===== config.mk =====
export PLATFORM = sky130hd
export DESIGN_NAME = instr_buffer
export DESIGN_NICKNAME = d
export VERILOG_FILES = /design/src/rtl/instr_buffer.sv
export SDC_FILE = /design/constraint.sdc
export NUM_CORES = 1
export LEC_CHECK = 0
export BUFFER_PORTS_ARGS = -buffer_cell sky130_fd_sc_hd__buf_4
export CORE_MARGIN = 3
export CORE_UTILIZATION = 45
export DETAILED_ROUTE_END_ITERATION = 6
export GPL_ROUTABILITY_DRIVEN = 0
export PLACE_DENSITY_LB_ADDON = 0.12
export SYNTH_ARGS = -nofsm -noshare
export SYNTH_HDL_FRONTEND = slang
export SYNTH_SLANG_ARGS = --single-unit

===== constraint.sdc =====
create_clock -name clk -period 3.5 [get_ports clk]
set_clock_uncertainty 0.05 [all_clocks]
set_input_delay 0.175 -clock clk [delete_from_list [all_inputs] [get_ports clk]]
set_output_delay 0.175 -clock clk [all_outputs]
set_load 0.02 [all_outputs]

===== src/rtl/instr_buffer.sv =====
// rtl/instr_buffer.sv - fetch-to-decode instruction FIFO with skid-aware stall and flush
module instr_buffer #(
    parameter int DEPTH = 8,
    parameter int SKID  = 2
) (
    input  logic        clk,
    input  logic        rstn,
    input  logic        flush,
    input  logic        in_valid,
    input  logic [31:0] in_pc,
    input  logic [31:0] in_instr,
    output logic        stall_full_instr,
    output logic        out_valid,
    input  logic        out_ready,
    output logic [31:0] out_pc,
    output logic [31:0] out_instr,
    output logic        overflow
);

    localparam int AW = $clog2(DEPTH);
    localparam logic [AW:0] FULL_CNT   = (AW+1)'(DEPTH);
    localparam logic [AW:0] STALL_CNT  = (AW+1)'(DEPTH - SKID);

    logic [63:0]   mem_q [DEPTH];
    logic [63:0]   mem_d [DEPTH];
    logic [AW-1:0] wr_ptr_q, wr_ptr_d;
    logic [AW-1:0] rd_ptr_q, rd_ptr_d;
    logic [AW:0]   count_q, count_d;
    logic          overflow_q, overflow_d;
    logic          full;
    logic          push;
    logic          pop;

    // Handshake qualifiers; a full buffer refuses pushes even when popping
    always_comb begin
        full      = (count_q == FULL_CNT);
        out_valid = (count_q != '0);
        push      = in_valid & ~full;
        pop       = out_valid & out_ready;
    end

    // Next-state: flush wins over push/pop, overflow is sticky until reset
    always_comb begin
        mem_d      = mem_q;
        wr_ptr_d   = wr_ptr_q;
        rd_ptr_d   = rd_ptr_q;
        count_d    = count_q;
        overflow_d = overflow_q | (in_valid & full & ~flush);
        if (flush) begin
            wr_ptr_d = '0;
            rd_ptr_d = '0;
            count_d  = '0;
        end else begin
            if (push) begin
                mem_d[wr_ptr_q] = {in_pc, in_instr};
                wr_ptr_d        = wr_ptr_q + 1'b1;
            end
            if (pop) begin
                rd_ptr_d = rd_ptr_q + 1'b1;
            end
            if (push && !pop) begin
                count_d = count_q + 1'b1;
            end else if (pop && !push) begin
                count_d = count_q - 1'b1;
            end
        end
    end

    // State registers; reset clears storage so the head never reads X
    always_ff @(posedge clk or negedge rstn) begin
        if (!rstn) begin
            for (int i = 0; i < DEPTH; i++) begin
                mem_q[i] <= '0;
            end
            wr_ptr_q   <= '0;
            rd_ptr_q   <= '0;
            count_q    <= '0;
            overflow_q <= 1'b0;
        end else begin
            mem_q      <= mem_d;
            wr_ptr_q   <= wr_ptr_d;
            rd_ptr_q   <= rd_ptr_d;
            count_q    <= count_d;
            overflow_q <= overflow_d;
        end
    end

    // Show-ahead head read and registered-only stall/overflow outputs
    always_comb begin
        out_pc           = mem_q[rd_ptr_q][63:32];
        out_instr        = mem_q[rd_ptr_q][31:0];
        stall_full_instr = (count_q >= STALL_CNT);
        overflow         = overflow_q;
    end

endmodule


=== Yosys cells after proc, flatten, opt, wreduce, memory -nomap -nowiden ===
Index checks and enable logic that the tools add are counted.

* Add/sub/neg operators: 4
* Order comparisons: 4
* Eq/ne operators: 1
* Multiplexer cells: 13
* Bitwise logic cells: 9
* Reductions and logical operators: 10

{| class="wikitable"
|+ Operators with widths
! kind !! count
|-
| bitwise mux 512 bit || 1
|-
| binary-select mux 64 bit (select 3 bit) || 1
|-
| demux 64 bit (select 3 bit) || 1
|-
| 2-to-1 mux 64 bit || 3
|-
| 2-to-1 mux 3 bit || 4
|-
| 2-to-1 mux 4 bit || 3
|-
| >= comparator 4 bit, second input constant || 2
|-
| NOT 3 -> 4 bit || 2
|-
| adder 3 x 1 -> 3 bit, second input constant || 2
|-
| adder 4 x 1 -> 4 bit, second input constant || 1
|-
| AND 1 bit || 4
|-
| == test 4 bit, second input constant || 1
|-
| >= comparator 4 x 3 -> 1 bit, second input constant || 1
|-
| < comparator 4 x 1 -> 1 bit, second input constant || 1
|-
| nonzero test 2 bit || 2
|-
| nonzero test 4 bit || 1
|-
| subtractor 4 x 1 -> 4 bit, second input constant || 1
|-
| logical AND 1 bit || 3
|-
| nonzero test 3 bit || 1
|-
| logical NOT 1 bit || 2
|-
| NOT 1 bit || 2
|-
| AND reduction 2 bit || 1
|-
| OR 1 bit || 1
|}

* Flip-flop bits (word level): 523
* Bits of input ports: 69
* Output and inout port bits: 67
* Word-level logic and storage cells: 53

=== Longest topological paths before layout ===
* Depth in word-level cells: 8
* Gate-level depth with buffers: 9
* Depth with buffers taken out: 7

=== Worst setup path before layout ===
OpenSTA, ideal clock, no wires.

* Path type: register -> register
* Start point: register count_q[0]
* End point: register count_q[3]
* Library setup time: 0.136 ns
* Arrival: 2.182 ns
* Slack: 1.132 ns
* Cell stages (with the launch flop): 10
* Path buffers: 2
* Cells stage by stage: dfrtp_1 > buf_2 > or4b_1 > buf_4 > nand3_1 > ha_1 > and3_1 > o211ai_1 > mux2i_1 > o211ai_1

* Cells in the longest elaborated chain, start to end: 6
* Elaborated cells on any way between the ends: 15
* Classes of those cells: add/sub: 2; eq/ne: 1; mux: 3; bitwise: 3; reduce/logical: 6

{| class="wikitable"
|+ Ends and longest elaborated chain
! item !! line !! text
|-
| start, declared || 28 || <nowiki>logic [AW:0] count_q, count_d;</nowiki>
|-
| start signal, assigned || 83 || <nowiki>count_q <= count_d;</nowiki>
|-
| parallel branches: the longest is 6 deep, another holds subtractor 4 x 1 -> 4 bit || n/a ||
|}

Parallel ways; which one is timed is not known. The select of a mux whose other input is x is not followed.
A chain may end at the register's enable or synchronous reset.

=== Final worst setup path ===
* Start point: register rd_ptr_q[0]
* End point: output out_pc[12]

* Cells in the longest elaborated chain, start to end: 4

{| class="wikitable"
|+ Ends and longest elaborated chain
! item !! line !! text
|-
| start, declared || 27 || <nowiki>logic [AW-1:0] rd_ptr_q, rd_ptr_d;</nowiki>
|-
| start signal, assigned || 82 || <nowiki>rd_ptr_q <= rd_ptr_d;</nowiki>
|-
| NOT 3 -> 4 bit (not written as such) || 90 || <nowiki>out_pc = mem_q[rd_ptr_q][63:32];</nowiki>
|-
| binary-select mux 64 bit (select 3 bit) || 90 ||
|-
| 2-to-1 mux 64 bit (2 in series) || n/a ||
|-
| end, declared || 15 || <nowiki>output logic [31:0] out_pc,</nowiki>
|}

No other way between the ends. The select of a mux whose other input is x is not followed.

==> impl_results.md <==
- FF/Latch Area: about 13000 um^2
- NumNets Final: 1666
- Final worst path period share: between 80 and 90%
- Worst slew margin: roughly 56%
- Crit path kind: reg -> out
- H-tree depth: 2
- Final setup viols: 0
- Setup TNS: 0 ns
- Maximum capacitance violations: 0
- Width of the chip: 238 um
- Multi-input gate area: a little over 10000 um^2
- Post_cts resized: 0
- Syn_nets: around 1500
- CP max FO: 29
- FF-to-FF path depth: 5
- Final slew viol count: 0
- Pin count of the biggest net entering global routing: 118
- Cells after synthesis: around 1400
- CTS tree: done
- Register area share after synthesis: 54.2%
- CP startpoint kind: register
- CTS clk-pin slew, worst paths: approximately 0.060 ns
- Peak VDD IR: 456 uV
- Final Hold Fails: 0
- Yosys warnings: 0
- Status: finished, final reports clean
- DR vias/cell: ~5.5
- Top FF cell, synth: dfrtp_1
- Syn avg cell area: around 17 um^2
- Total setup buffers inserted after CTS: 0
- Required time of the critical path: roughly 3.3 ns
- Overflow after GRT: 0
- Hold crit path type: in -> async
- Post-synth EDFFs: 0
- Reg-to-reg startpoint: count_q[2]
- First-pass GRT wire length: roughly 85000 um
- Die footprint: roughly 56000 um^2
- Port-buffer cells: 135
- Clock Tree Root: clkbuf_16
- Yosys reg bits: about 520
- WL/cell: around 23 um
- Leak Pwr: about 0.013 uW
- Worst Hold Margin: around 0.11 ns
- Post-route DRC: 0
- Worst EP arrival: about 2.8 ns
- Clock Sinks: 523
- Cell variety after synth: 41
- Starting Density: 45.7%
- Crit. End Element: output pin
- RSZ-0062 raised after global routing: false
- Placeable Area: around 53000 um^2
- Most frequent cells in the layout: 520 x dfrtp_1, 369 x mux2_2, 143 x buf_4, 128 x mux4_2, 120 x mux2_4
- Die H: around 240 um
- Fmax achieved: 0.332 GHz
- Share of the synthesized area in the top cell type: 54.2%
- Worst reg2reg setup slack: between 0.7 and 0.8 ns
- Filler cells: roughly 4300
- Num rows: 84
- Max Root-Sink Buffers: 3
- PwrDens: between 700 and 800 nW/um^2
- GRT Util Overall: between 10% and 20%
- DR iter-0 viols: roughly 570
- Total number of vias: ~13000
- Hold_buf cts: between 60 and 70
- CTS Buf Count: 57
- Initial DRT Pass Iterations: 4
- Synth area leaders: dfrtp_1 54%, mux2_2 17%, mux4_2 12%
- Synth Cell Area: approximately 24000 um^2
- Worst-Margin Slew: ~0.65 ns
- Synth-to-Final Area Change: 17.8%
- Vias in the first global route: between 10000 and 15000
- Worst r2r dst: mem_q[252]
- Initial antenna violation count: 5
- Layout cells sized above 1: 53.9%
- Tmin final: between 3 and 4 ns
- Top cell type by total area after synthesis: dfrtp_1
- Async set-reset flop share out of synthesis: 100%
- Post-DRT Antenna Nets: 0
- Worst-Skew Late Latency: around 0.60 ns
- DP HPWL: slightly below 30000 um
- I/O pins: around 140
- Routed WL: 52700 um
- Commonest non-fill, non-tap cell in the layout: dfrtp_1
## cell usage after synthesis (2+ instances only)
library cell	n
a211oi_1	3
a21o_1	2
a21oi_1	2
buf_1	18
buf_2	11
buf_4	2
buf_6	47
clkbuf_1	18
dfrtp_1	523
ha_1	4
inv_1	3
mux2_1	87
mux2_2	369
mux2_4	120
mux2i_1	3
mux4_2	128
nand2_1	7
nand2b_1	2
nand3_1	3
nand3b_1	3
nor2_1	9
nor3_1	3
nor3b_2	2
o211ai_1	2
xnor2_1	3
xor2_1	3
## critical path: stages (launching register included)
cell,delay (ns)
dfrtp_4,0.78
buf_12,0.35
mux4_2,0.55
mux2_2,0.31
buf_4,0.17
## area by class of cell
cell class              count  share of cell area (%)
diodes                      2                  0.0176
clock buffers              96                    6.31
clock inverters            12                   0.224
inverters                   3                  0.0396
multi-input cells         769                    36.3
flip-flops and latches    523                    46.0
well taps                 688                    3.03
repair buffers            238                    8.01
## logic make-up after synthesis
| group | Yosys count | share of synthesized area, % |
|---|---|---|
| AO/OA/AOI/OAI | 13 | 0.415 |
| XOR/XNOR | 6 | 0.218 |
| adder cells (fa/ha/maj) | 5 | 0.290 |
| buffers and inverters | 100 | 3.11 |
| flip-flops | 523 | 54.2 |
| multiplexers | 707 | 40.8 |
| AND/OR/NAND/NOR | 38 | 0.979 |
## worst max-delay path by stage
| stage | startpoint | endpoint | cells after the start |
|---|---|---|---|
| after floorplan | count_q[0] | count_q[3] | 9 |
| final | rd_ptr_q[0] | out_pc[12] | 4 |
| after global placement | count_q[0] | mem_q[213] | 5 |
| after detailed placement | count_q[0] | mem_q[252] | 5 |
| after CTS | rd_ptr_q[0] | out_pc[12] | 4 |
| after global routing | rd_ptr_q[0] | out_pc[16] | 4 |
## power breakdown
part	switching (uW)	internal, uW
clock	2410	3470
combinational	3100	4310
sequential	892	7590
## metal layers
metal	routed length, um	global-route usage (%)	vias up
met2	24500	30.0	186
met3	2180	3.40	79
met1	25000	28.4	6935
met5	41	0	-
met4	988	4.83	6
li1	-	-	5634
## flip-flops by register name, indices dropped and copies added (netlist names)
signal	cells
rd_ptr_q	3
mem_q	512
wr_ptr_q	3
overflow	1
count_q	4
## per-stage QoR
| stage | power [uW] | setup WS, ns | cell area, um^2 | instances | utilization, % |
|---|---|---|---|---|---|
| after floorplan | 13500 | 1.13 | 24100 | 1392 | - |
| after global placement | 15900 | 0.799 | 25900 | 2152 | 49.0 |
| after detailed placement | 16000 | 0.765 | 25900 | 2152 | 49.0 |
| after CTS | 22100 | 0.373 | 28400 | 2329 | 53.8 |
| after global routing | 23000 | 0.317 | 28400 | 2329 | 53.8 |
| final | 21800 | 0.484 | 28400 | 2331 | 53.8 |
(Power assumes the default switching activity.)
